$ cat src/rtl/id_pipe.sv
// Registered RV32I (+M, +Zicsr) decode stage with a one-entry output register,
// valid/ready on both sides, a long-latency write scoreboard and flush.
module id_pipe #(
  parameter int  XLEN    = 32,
  parameter int  REG_NUM = 32,
  parameter int  M_EXT   = 1,
  parameter int  CSR_EN  = 1,
  localparam int RA_W    = $clog2(REG_NUM)
) (
  input  logic            clk,
  input  logic            rst,
  input  logic            in_valid_i,
  output logic            in_ready_o,
  input  logic [31:0]     inst_i,
  input  logic [XLEN-1:0] inst_addr_i,
  input  logic            flush_i,
  output logic [RA_W-1:0] reg1_raddr_o,
  output logic [RA_W-1:0] reg2_raddr_o,
  input  logic [XLEN-1:0] reg1_rdata_i,
  input  logic [XLEN-1:0] reg2_rdata_i,
  output logic [XLEN-1:0] csr_raddr_o,
  input  logic [XLEN-1:0] csr_rdata_i,
  input  logic            wb_valid_i,
  input  logic [RA_W-1:0] wb_addr_i,
  output logic            out_valid_o,
  input  logic            out_ready_i,
  output logic [31:0]     out_inst_o,
  output logic [XLEN-1:0] out_inst_addr_o,
  output logic [XLEN-1:0] out_reg1_rdata_o,
  output logic [XLEN-1:0] out_reg2_rdata_o,
  output logic            out_reg_we_o,
  output logic [RA_W-1:0] out_reg_waddr_o,
  output logic            out_csr_we_o,
  output logic [XLEN-1:0] out_csr_waddr_o,
  output logic [XLEN-1:0] out_csr_rdata_o,
  output logic            out_mem_req_o,
  output logic            out_illegal_o
);
  localparam logic [6:0] OP_IMM = 7'b0010011, OP     = 7'b0110011, LOAD  = 7'b0000011;
  localparam logic [6:0] STORE  = 7'b0100011, BRANCH = 7'b1100011, JAL   = 7'b1101111;
  localparam logic [6:0] JALR   = 7'b1100111, LUI    = 7'b0110111, AUIPC = 7'b0010111;
  localparam logic [6:0] FENCE  = 7'b0001111, SYSTEM = 7'b1110011;
  localparam logic [6:0] F7_Z   = 7'b0000000, F7_ALT = 7'b0100000, F7_M  = 7'b0000001;
  localparam logic [REG_NUM-1:0] SB_ONE = {{(REG_NUM-1){1'b0}}, 1'b1};

  logic [6:0]      w_op, w_f7;
  logic [2:0]      w_f3;
  logic            w_ok, w_rs1, w_rs2, w_we, w_ll, w_mem, w_csr;
  logic [RA_W-1:0] w_rs1_a, w_rs2_a, w_rd_a, w_waddr;
  logic            w_hazard, w_acc;
  logic [REG_NUM-1:0] w_sb_set, w_sb_clr;

  logic [REG_NUM-1:0] r_sb;
  logic            r_vld;
  logic [31:0]     r_inst;
  logic [XLEN-1:0] r_addr, r_rd1, r_rd2, r_csr_wa, r_csr_rd;
  logic            r_we, r_csr_we, r_mem, r_ill;
  logic [RA_W-1:0] r_wa;

  assign w_op    = inst_i[6:0];
  assign w_f3    = inst_i[14:12];
  assign w_f7    = inst_i[31:25];
  assign w_rs1_a = RA_W'(inst_i[19:15]);
  assign w_rs2_a = RA_W'(inst_i[24:20]);
  assign w_rd_a  = RA_W'(inst_i[11:7]);

  always_comb begin
    w_ok  = 1'b0;
    w_rs1 = 1'b0;
    w_rs2 = 1'b0;
    w_we  = 1'b0;
    w_ll  = 1'b0;
    w_mem = 1'b0;
    w_csr = 1'b0;
    case (w_op)
      OP_IMM: begin
        w_ok  = (w_f3 == 3'b001) ? (w_f7 == F7_Z) :
                (w_f3 == 3'b101) ? (w_f7 == F7_Z || w_f7 == F7_ALT) : 1'b1;
        w_rs1 = 1'b1;
        w_we  = 1'b1;
      end
      OP: begin
        w_rs1 = 1'b1;
        w_rs2 = 1'b1;
        if (w_f7 == F7_Z) begin
          w_ok = 1'b1;
          w_we = 1'b1;
        end else if (w_f7 == F7_ALT) begin
          w_ok = (w_f3 == 3'b000 || w_f3 == 3'b101);
          w_we = 1'b1;
        end else if (w_f7 == F7_M && M_EXT != 0) begin
          // DIV/REM retire through the long-latency writeback, not ex
          w_ok = 1'b1;
          w_we = !w_f3[2];
          w_ll = w_f3[2];
        end
      end
      LOAD: begin
        w_ok  = (w_f3 != 3'b011 && w_f3[2:1] != 2'b11);
        w_rs1 = 1'b1;
        w_we  = 1'b1;
        w_ll  = 1'b1;
        w_mem = 1'b1;
      end
      STORE: begin
        w_ok  = (!w_f3[2] && w_f3 != 3'b011);
        w_rs1 = 1'b1;
        w_rs2 = 1'b1;
        w_mem = 1'b1;
      end
      BRANCH: begin
        w_ok  = (w_f3[2:1] != 2'b01);
        w_rs1 = 1'b1;
        w_rs2 = 1'b1;
      end
      JAL, LUI, AUIPC: begin
        w_ok = 1'b1;
        w_we = 1'b1;
      end
      JALR: begin
        w_ok  = (w_f3 == 3'b000);
        w_rs1 = 1'b1;
        w_we  = 1'b1;
      end
      FENCE: w_ok = (w_f3[2:1] == 2'b00);
      SYSTEM: begin
        w_ok  = (CSR_EN != 0) && (w_f3[1:0] != 2'b00);
        w_rs1 = !w_f3[2];
        w_we  = 1'b1;
        w_csr = 1'b1;
      end
      default: ;
    endcase
    if (!w_ok) begin
      w_rs1 = 1'b0;
      w_rs2 = 1'b0;
      w_we  = 1'b0;
      w_ll  = 1'b0;
      w_mem = 1'b0;
      w_csr = 1'b0;
    end
  end

  assign reg1_raddr_o = w_rs1 ? w_rs1_a : '0;
  assign reg2_raddr_o = w_rs2 ? w_rs2_a : '0;
  assign csr_raddr_o  = w_csr ? XLEN'(inst_i[31:20]) : '0;
  assign w_waddr      = (w_we || w_ll) ? w_rd_a : '0;

  // RAW on sources, WAW only against an outstanding long-latency writer
  assign w_hazard = (w_rs1 && r_sb[w_rs1_a]) || (w_rs2 && r_sb[w_rs2_a]) ||
                    (w_ll && r_sb[w_rd_a]);
  assign in_ready_o = !w_hazard && !flush_i && (!r_vld || out_ready_i);
  assign w_acc      = in_valid_i && in_ready_o;

  assign w_sb_set = (w_acc && w_ll) ? (SB_ONE << w_rd_a) : '0;
  assign w_sb_clr = wb_valid_i ? (SB_ONE << wb_addr_i) : '0;

  // set after clear so a same-edge set wins; bit 0 is forced idle
  always_ff @(posedge clk) begin
    if (rst) r_sb <= '0;
    else     r_sb <= ((r_sb & ~w_sb_clr) | w_sb_set) & ~SB_ONE;
  end

  always_ff @(posedge clk) begin
    if (rst) begin
      r_vld    <= 1'b0;
      r_inst   <= 32'h0000_0013;
      r_addr   <= '0;
      r_rd1    <= '0;
      r_rd2    <= '0;
      r_we     <= 1'b0;
      r_wa     <= '0;
      r_csr_we <= 1'b0;
      r_csr_wa <= '0;
      r_csr_rd <= '0;
      r_mem    <= 1'b0;
      r_ill    <= 1'b0;
    end else if (flush_i) begin
      r_vld <= 1'b0;
    end else if (w_acc) begin
      r_vld    <= 1'b1;
      r_inst   <= inst_i;
      r_addr   <= inst_addr_i;
      r_rd1    <= reg1_rdata_i;
      r_rd2    <= reg2_rdata_i;
      r_we     <= w_we;
      r_wa     <= w_waddr;
      r_csr_we <= w_csr;
      r_csr_wa <= csr_raddr_o;
      r_csr_rd <= csr_rdata_i;
      r_mem    <= w_mem;
      r_ill    <= !w_ok;
    end else if (out_ready_i) begin
      r_vld <= 1'b0;
    end
  end

  assign out_valid_o      = r_vld;
  assign out_inst_o       = r_inst;
  assign out_inst_addr_o  = r_addr;
  assign out_reg1_rdata_o = r_rd1;
  assign out_reg2_rdata_o = r_rd2;
  assign out_reg_we_o     = r_we;
  assign out_reg_waddr_o  = r_wa;
  assign out_csr_we_o     = r_csr_we;
  assign out_csr_waddr_o  = r_csr_wa;
  assign out_csr_rdata_o  = r_csr_rd;
  assign out_mem_req_o    = r_mem;
  assign out_illegal_o    = r_ill;
endmodule

$ cat config.mk
export PLATFORM = sky130hd
export DESIGN_NAME = id_pipe
export DESIGN_NICKNAME = d
export VERILOG_FILES = /design/src/rtl/id_pipe.sv
export SDC_FILE = /design/constraint.sdc
export NUM_CORES = 1
export LEC_CHECK = 0
export BUFFER_PORTS_ARGS = -buffer_cell sky130_fd_sc_hd__buf_2
export CORE_ASPECT_RATIO = 0.75
export CORE_UTILIZATION = 30
export DETAILED_ROUTE_END_ITERATION = 10
export GPL_ROUTABILITY_DRIVEN = 0
export PLACE_DENSITY = 0.64
export SKIP_CTS_REPAIR_TIMING = 1
export SLEW_MARGIN = 0
export SYNTH_ARGS = -nofsm -noshare
export SYNTH_HDL_FRONTEND = slang
export SYNTH_SLANG_ARGS = --single-unit
$ cat constraint.sdc
create_clock -name clk -period 3.8 [get_ports clk]
set_clock_uncertainty 0.15 [all_clocks]
set_input_delay 0.57 -clock clk [delete_from_list [all_inputs] [get_ports clk]]
set_output_delay 0.57 -clock clk [all_outputs]
set_load 0.1 [all_outputs]
==> flow_summary.json, run 1 <==
{
  "clk_pin_slew_worst_paths_ns": 0.07,
  "postRouteAntennaNets": 0,
  "h-tree-depth": 1,
  "r2r-start": "r_sb[8]",
  "ff2ff_path_depth": 9,
  "clockBufferDepth": 3,
  "cts_tree": "built",
  "drive_gt1_frac": 0.3031,
  "synth-seq-area-share": 0.4028,
  "fin_nets": 1709,
  "critical_path_buf_inv_count": 1,
  "min_path_cells": 2,
  "whs_endpoint": "out_valid_o",
  "crit_arrival_ns": 2.92,
  "slowest_delay_ns": 0.49,
  "grt_pass1_vias": 8652,
  "synthFlopType": "dfxtp_1",
  "r2r_end": "out_inst_o[28]",
  "hold_viol_final": 0,
  "wl_um": 34300,
  "antenna_found_initial": 0,
  "grt-ovfl-total": 0,
  "synth_top_area_frac": 0.4028,
  "switching_share": 0.3818,
  "avgRoutedWirePerCell_um": 17.05,
  "synthTopCellsByArea": "dfxtp_1, mux2i_1, nand2_1",
  "design_area_sq_um": 13790,
  "power_frac_seq": 0.358,
  "p_clk_frac": 0.359,
  "hpwl_um": 25380,
  "relSlewSlack": 0.4435,
  "grt_pass1_wl_um": 49820,
  "synth_edf_count": 0,
  "die_h_um": 164.7,
  "yosysTopAreaCell": "dfxtp_1",
  "crit_required_ns": 3.08,
  "rsz0062_at_grt": "no",
  "drtPass1Iterations": 5,
  "core-area_sq_um": 34700,
  "drt_iter0_markers": 854,
  "cts-buffers-inserted": 24,
  "root_buffer": "clkbuf_16",
  "grt_usage": 0.1757,
  "fmax_mhz": 275.0,
  "synthToLayoutAreaGrowth_pct": 30.28,
  "die_w_um": 218.9,
  "path_cells": "mux2_2, a221o_1, o211ai_1, a41oi_1, a21oi_1, nand3_1, a21boi_2, buf_12",
  "drt-vias-per-instance": 4.888,
  "finalCritPeriodShare": 0.9569,
  "place.port_buffers": 375,
  "synth_area_sq_um": 10590,
  "p_leak_nw": 6.706,
  "io_pins": 416,
  "clkLatencyLatePin_ns": 0.52,
  "dp_cells": 1969,
  "min_from": "flush_i",
  "route.detailed.drc": 0,
  "synth.most_common_cell": "nand2_1",
  "finalSetupTns_ns": 0,
  "cts_sinks": 213,
  "post_dp_cell_area_sq_um": 12970,
  "grt_max_degree": 112,
  "drv_cap": 0,
  "fin_crit_ns": 3.636,
  "std_cell_rows": 59,
  "startpoint_type": "flip-flop",
  "finalSetupViolCount": 0,
  "syn_inst": 1212,
  "internal-power_mw": 4.196,
  "layout_setup_ws_ns": 0.1638,
  "fillCellCount": 3507,
  "dieArea_sq_um": 36050,
  "synth-seq-cells": 213,
  "critical_path.top_delay_family": "compound AO/OA/AOI/OAI gates",
  "finalPower_mw": 6.788,
  "cp_slowest_cell": "a21oi_1",
  "synthDistinctLibCells": 59,
  "combinationalPowerShare": 0.283,
  "num_antenna_cells": 0,
  "vias": 9830,
  "netSwitchingPower_mw": 2.592,
  "ir_drop_mv": 0.3596,
  "power_density_nw_per_um2": 492.2,
  "critPathKind": "flip-flop to output pin",
  "worst_slew_pin_slew_ns": 0.8260,
  "hp-class": "input port to flip-flop",
  "avgSynthCellArea_sq_um": 8.734,
  "yosysWarnings": 0,
  "rrSetupSlack_ns": 0.99,
  "cp_max_fo": 4,
  "finalMaxSlewViolations": 0,
  "dp_slack_ns": 0.2498,
  "final_cells": 2011,
  "async_reset_ff_frac": 0,
  "status": "completed",
  "synth_common_cells": "nand2_1, dfxtp_1, mux2i_1, clkbuf_1, buf_4",
  "initial_core_util": 0.3051,
  "endpoint_kind": "output pin"
}
cell usage in the layout, fill, tap and decap left out, types with 10 or more instances in the layout:
master and n:
nor2b_1 13, buf_2 352, buf_4 17, a21oi_1 10
clkbuf_16 25, and2_1 20, nand4_1 29, nand2b_1 11
mux2i_1 206, nand2_1 379, nand3_1 23, dfxtp_1 213
nor2_1 29, o211ai_1 16, o21ai_0 26, conb_1 40
buf_12 33
stage by stage:
step / util / hold slack (ns)
final: 0.3975 / 0.1150
after floorplan: - / 0.3120
after CTS: 0.3975 / 0.07740
after global routing: 0.3975 / 0.08254
after detailed placement: 0.3740 / 0.2979
after global placement: 0.3740 / 0.2910
power by group through the flow:
stage	registers, mW	logic (mW)	clock network (mW)
after global placement	2.47	1.91	0
final	2.43	1.92	2.44
after global routing	2.45	2.00	2.59
after floorplan	3.42	0.684	0
after detailed placement	2.48	1.93	0
after CTS	2.43	1.93	2.51
layer usage:
metal	track usage	share of wire	vias to the layer above
li1	-	-	4696
met3	0.04751	0.10	49
met5	0	0	-
met4	0.05114	0.023	0
met1	0.2387	0.43	4622
met2	0.2710	0.45	463
state kept, by name (all words and copies together) (netlist names):
name              cells
out_reg_waddr_o       5
out_csr_waddr_o      12
r_sb                 31
out_inst_o           32
out_csr_rdata_o      32
out_csr_we_o          1
out_valid_o           1
out_mem_req_o         1
out_reg2_rdata_o     32
out_reg1_rdata_o     32
out_inst_addr_o      32
out_illegal_o         1
out_reg_we_o          1
cells by family (layout without fill, tap and decap cells):
logic type / count (synthesis) / count (layout) / share of synthesized area
other cells: 1 / 40 / 0.0003543
simple gates: 528 / 528 / 0.2168
compound gates: 103 / 103 / 0.07518
mux: 219 / 219 / 0.2171
xor+xnor: 1 / 1 / 0.0008276
buf+inv: 147 / 450 / 0.08688
flops: 213 / 213 / 0.4028
how the worst max path moves through the flow:
stage                     from               to  slack (ns)  cells past startpoint
floorplan            inst_i[2]  reg2_raddr_o[0]        0.03                      7
global placement    inst_i[26]  reg1_raddr_o[4]        0.25                      9
detailed placement  inst_i[26]  reg1_raddr_o[1]        0.25                      9
CTS                    r_sb[2]       in_ready_o        0.19                      8
global route          r_sb[10]       in_ready_o        0.12                      8
finish                 r_sb[2]       in_ready_o        0.16                      8
area by class of cell:
type / instances / area, sq um / area share
repair buffers: 402 / 2550 / 0.1849
flip-flops and latches: 213 / 4264 / 0.3092
multi-input cells: 891 / 5559 / 0.4031
clock inverters: 9 / 130.1 / 0.009436
well taps: 457 / 571.8 / 0.04146
clock buffers: 33 / 685.7 / 0.04972
inverters: 6 / 30.03 / 0.002177
Power figures use the tool's default switching activity.
==> run 2, diff against run 1 <==
--- a/config.mk
+++ b/config.mk
@@ -10,6 +10,7 @@
 export CORE_UTILIZATION = 30
 export DETAILED_ROUTE_END_ITERATION = 10
 export GPL_ROUTABILITY_DRIVEN = 0
+export GPL_TIMING_DRIVEN = 0
 export PLACE_DENSITY = 0.64
 export SKIP_CTS_REPAIR_TIMING = 1
 export SLEW_MARGIN = 0
==> flow_summary.json, run 2 (synthesized netlist as in run 1, its figures left out) <==
{
  "fin_nets": 1811,
  "postRouteAntennaNets": 0,
  "die_w_um": 218.9,
  "cp_max_fo": 10,
  "layout_setup_ws_ns": 0.08351,
  "finalMaxSlewViolations": 0,
  "avgRoutedWirePerCell_um": 18.67,
  "hpwl_um": 30560,
  "cts_sinks": 213,
  "core-area_sq_um": 34700,
  "clockBufferDepth": 3,
  "vias": 10249,
  "grt_max_degree": 14,
  "dieArea_sq_um": 36050,
  "drt-vias-per-instance": 4.844,
  "relSlewSlack": 0.3207,
  "dp_slack_ns": -0.2380,
  "cts_tree": "built",
  "path_cells": "buf_2, buf_2, buf_2, mux2i_1, nand3_1, nand4_1, a41oi_1, a21oi_2, nand3_1, a21boi_2, clkbuf_4",
  "critical_path.top_delay_family": "buffers and inverters",
  "fin_crit_ns": 3.716,
  "fillCellCount": 3492,
  "layout.area.seq_sq_um": 4264,
  "critPathKind": "input port to output pin",
  "clkLatencyLatePin_ns": 0.53,
  "wl_um": 39520,
  "h-tree-depth": 1,
  "startpoint_type": "input port",
  "critical_path_buf_inv_count": 4,
  "io_pins": 416,
  "finalPower_mw": 6.954,
  "drv_cap": 0,
  "power_density_nw_per_um2": 496.3,
  "synthToLayoutAreaGrowth_pct": 32.38,
  "fmax_mhz": 269.1,
  "grt_pass1_wl_um": 56940,
  "initial_core_util": 0.3051,
  "cts-buffers-inserted": 25,
  "finalCritPeriodShare": 0.9780,
  "grt-ovfl-total": 0,
  "endpoint_kind": "output pin",
  "hold_viol_final": 0,
  "drtPass1Iterations": 5,
  "drive_gt1_frac": 0.3082,
  "worst_slew_pin_slew_ns": 1.019,
  "final_cell_mix": "nand2_1, buf_2, dfxtp_1",
  "clk_pin_slew_worst_paths_ns": 0.06,
  "finalSetupViolCount": 0,
  "die_h_um": 164.7,
  "root_buffer": "clkbuf_16",
  "cp_slowest_cell": "buf_2",
  "p_leak_nw": 6.924,
  "antenna_found_initial": 1,
  "grt_usage": 0.2055,
  "crit_required_ns": 3.08,
  "place.port_buffers": 362,
  "finalSetupTns_ns": 0,
  "hp-class": "input port to flip-flop",
  "cpMostUsedCell": "buf_2",
  "crit_arrival_ns": 3.00,
  "final_common_cell": "nand2_1",
  "grt_pass1_vias": 9707,
  "std_cell_rows": 59,
  "ir_drop_mv": 0.4138,
  "status": "completed",
  "multi_input_area_sq_um": 5577,
  "route.detailed.drc": 0,
  "drt_iter0_markers": 680,
  "slowest_delay_ns": 0.37
}
run 2: cell types whose count changed in the layout (fill, tap and decap cells not counted), sizes merged:
| cell | before | now |
|---|---|---|
| clkbuf | 33 | 99 |
| clkinv | 4 | 9 |
| bufinv | 3 | 4 |
| diode | 0 | 1 |
| buf | 402 | 434 |
run 2: worst min-delay path, cell delays in order:
cell     delay, ns
buf_2         0.09
nand2_1       0.04
mux2i_1       0.05
run 2: path summary, 6_finish.rpt:
check | from | end | slack, ns | depth (start not counted)
worst max-delay path | inst_i[8] | in_ready_o | 0.08 | 11
worst min-delay path | reg2_rdata_i[6] | out_reg2_rdata_o[6] | 0.12 | 3
worst max register to register | r_sb[9] | out_csr_rdata_o[14] | 0.93 | 10
worst min register to register | out_reg_waddr_o[2] | out_reg_waddr_o[2] | 0.31 | 2
run 2: layout make-up:
type	count	area share
Multi-Input combinational cell	891	0.3980
Inverter	6	0.001607
Clock buffer	30	0.04670
Timing Repair Buffer	362	0.1313
Antenna cell	1	0.0001786
Buffer	141	0.06420
Sequential cell	213	0.3043
Clock inverter	15	0.01295
Tap cell	457	0.04081
run 2: stage by stage:
stage	hold slack (ns)	instance area, sq um	std cells	util
after CTS	0.08929	13950	2115	0.4022
final	0.1226	14010	2116	0.4039
after detailed placement	0.2983	13120	2070	0.3781
after global routing	0.1024	14010	2116	0.4039
after global placement	0.2920	13120	2070	0.3781
after floorplan	0.3120	10740	1251	-
run 2: metal layers:
metal  GRT usage  wire length [um]  vias up
met3     0.04843              3216       59
met4     0.05777               826        0
met2      0.3236             17800      446
li1            -                 -     4914
met5           0                 0        -
met1      0.2790             17670     4830
run 2: report_power, final:
part | switching [mW] | internal [mW]
Sequential | 0.0668 | 2.37
Clock | 1.00 | 1.50
Combinational | 1.61 | 0.411
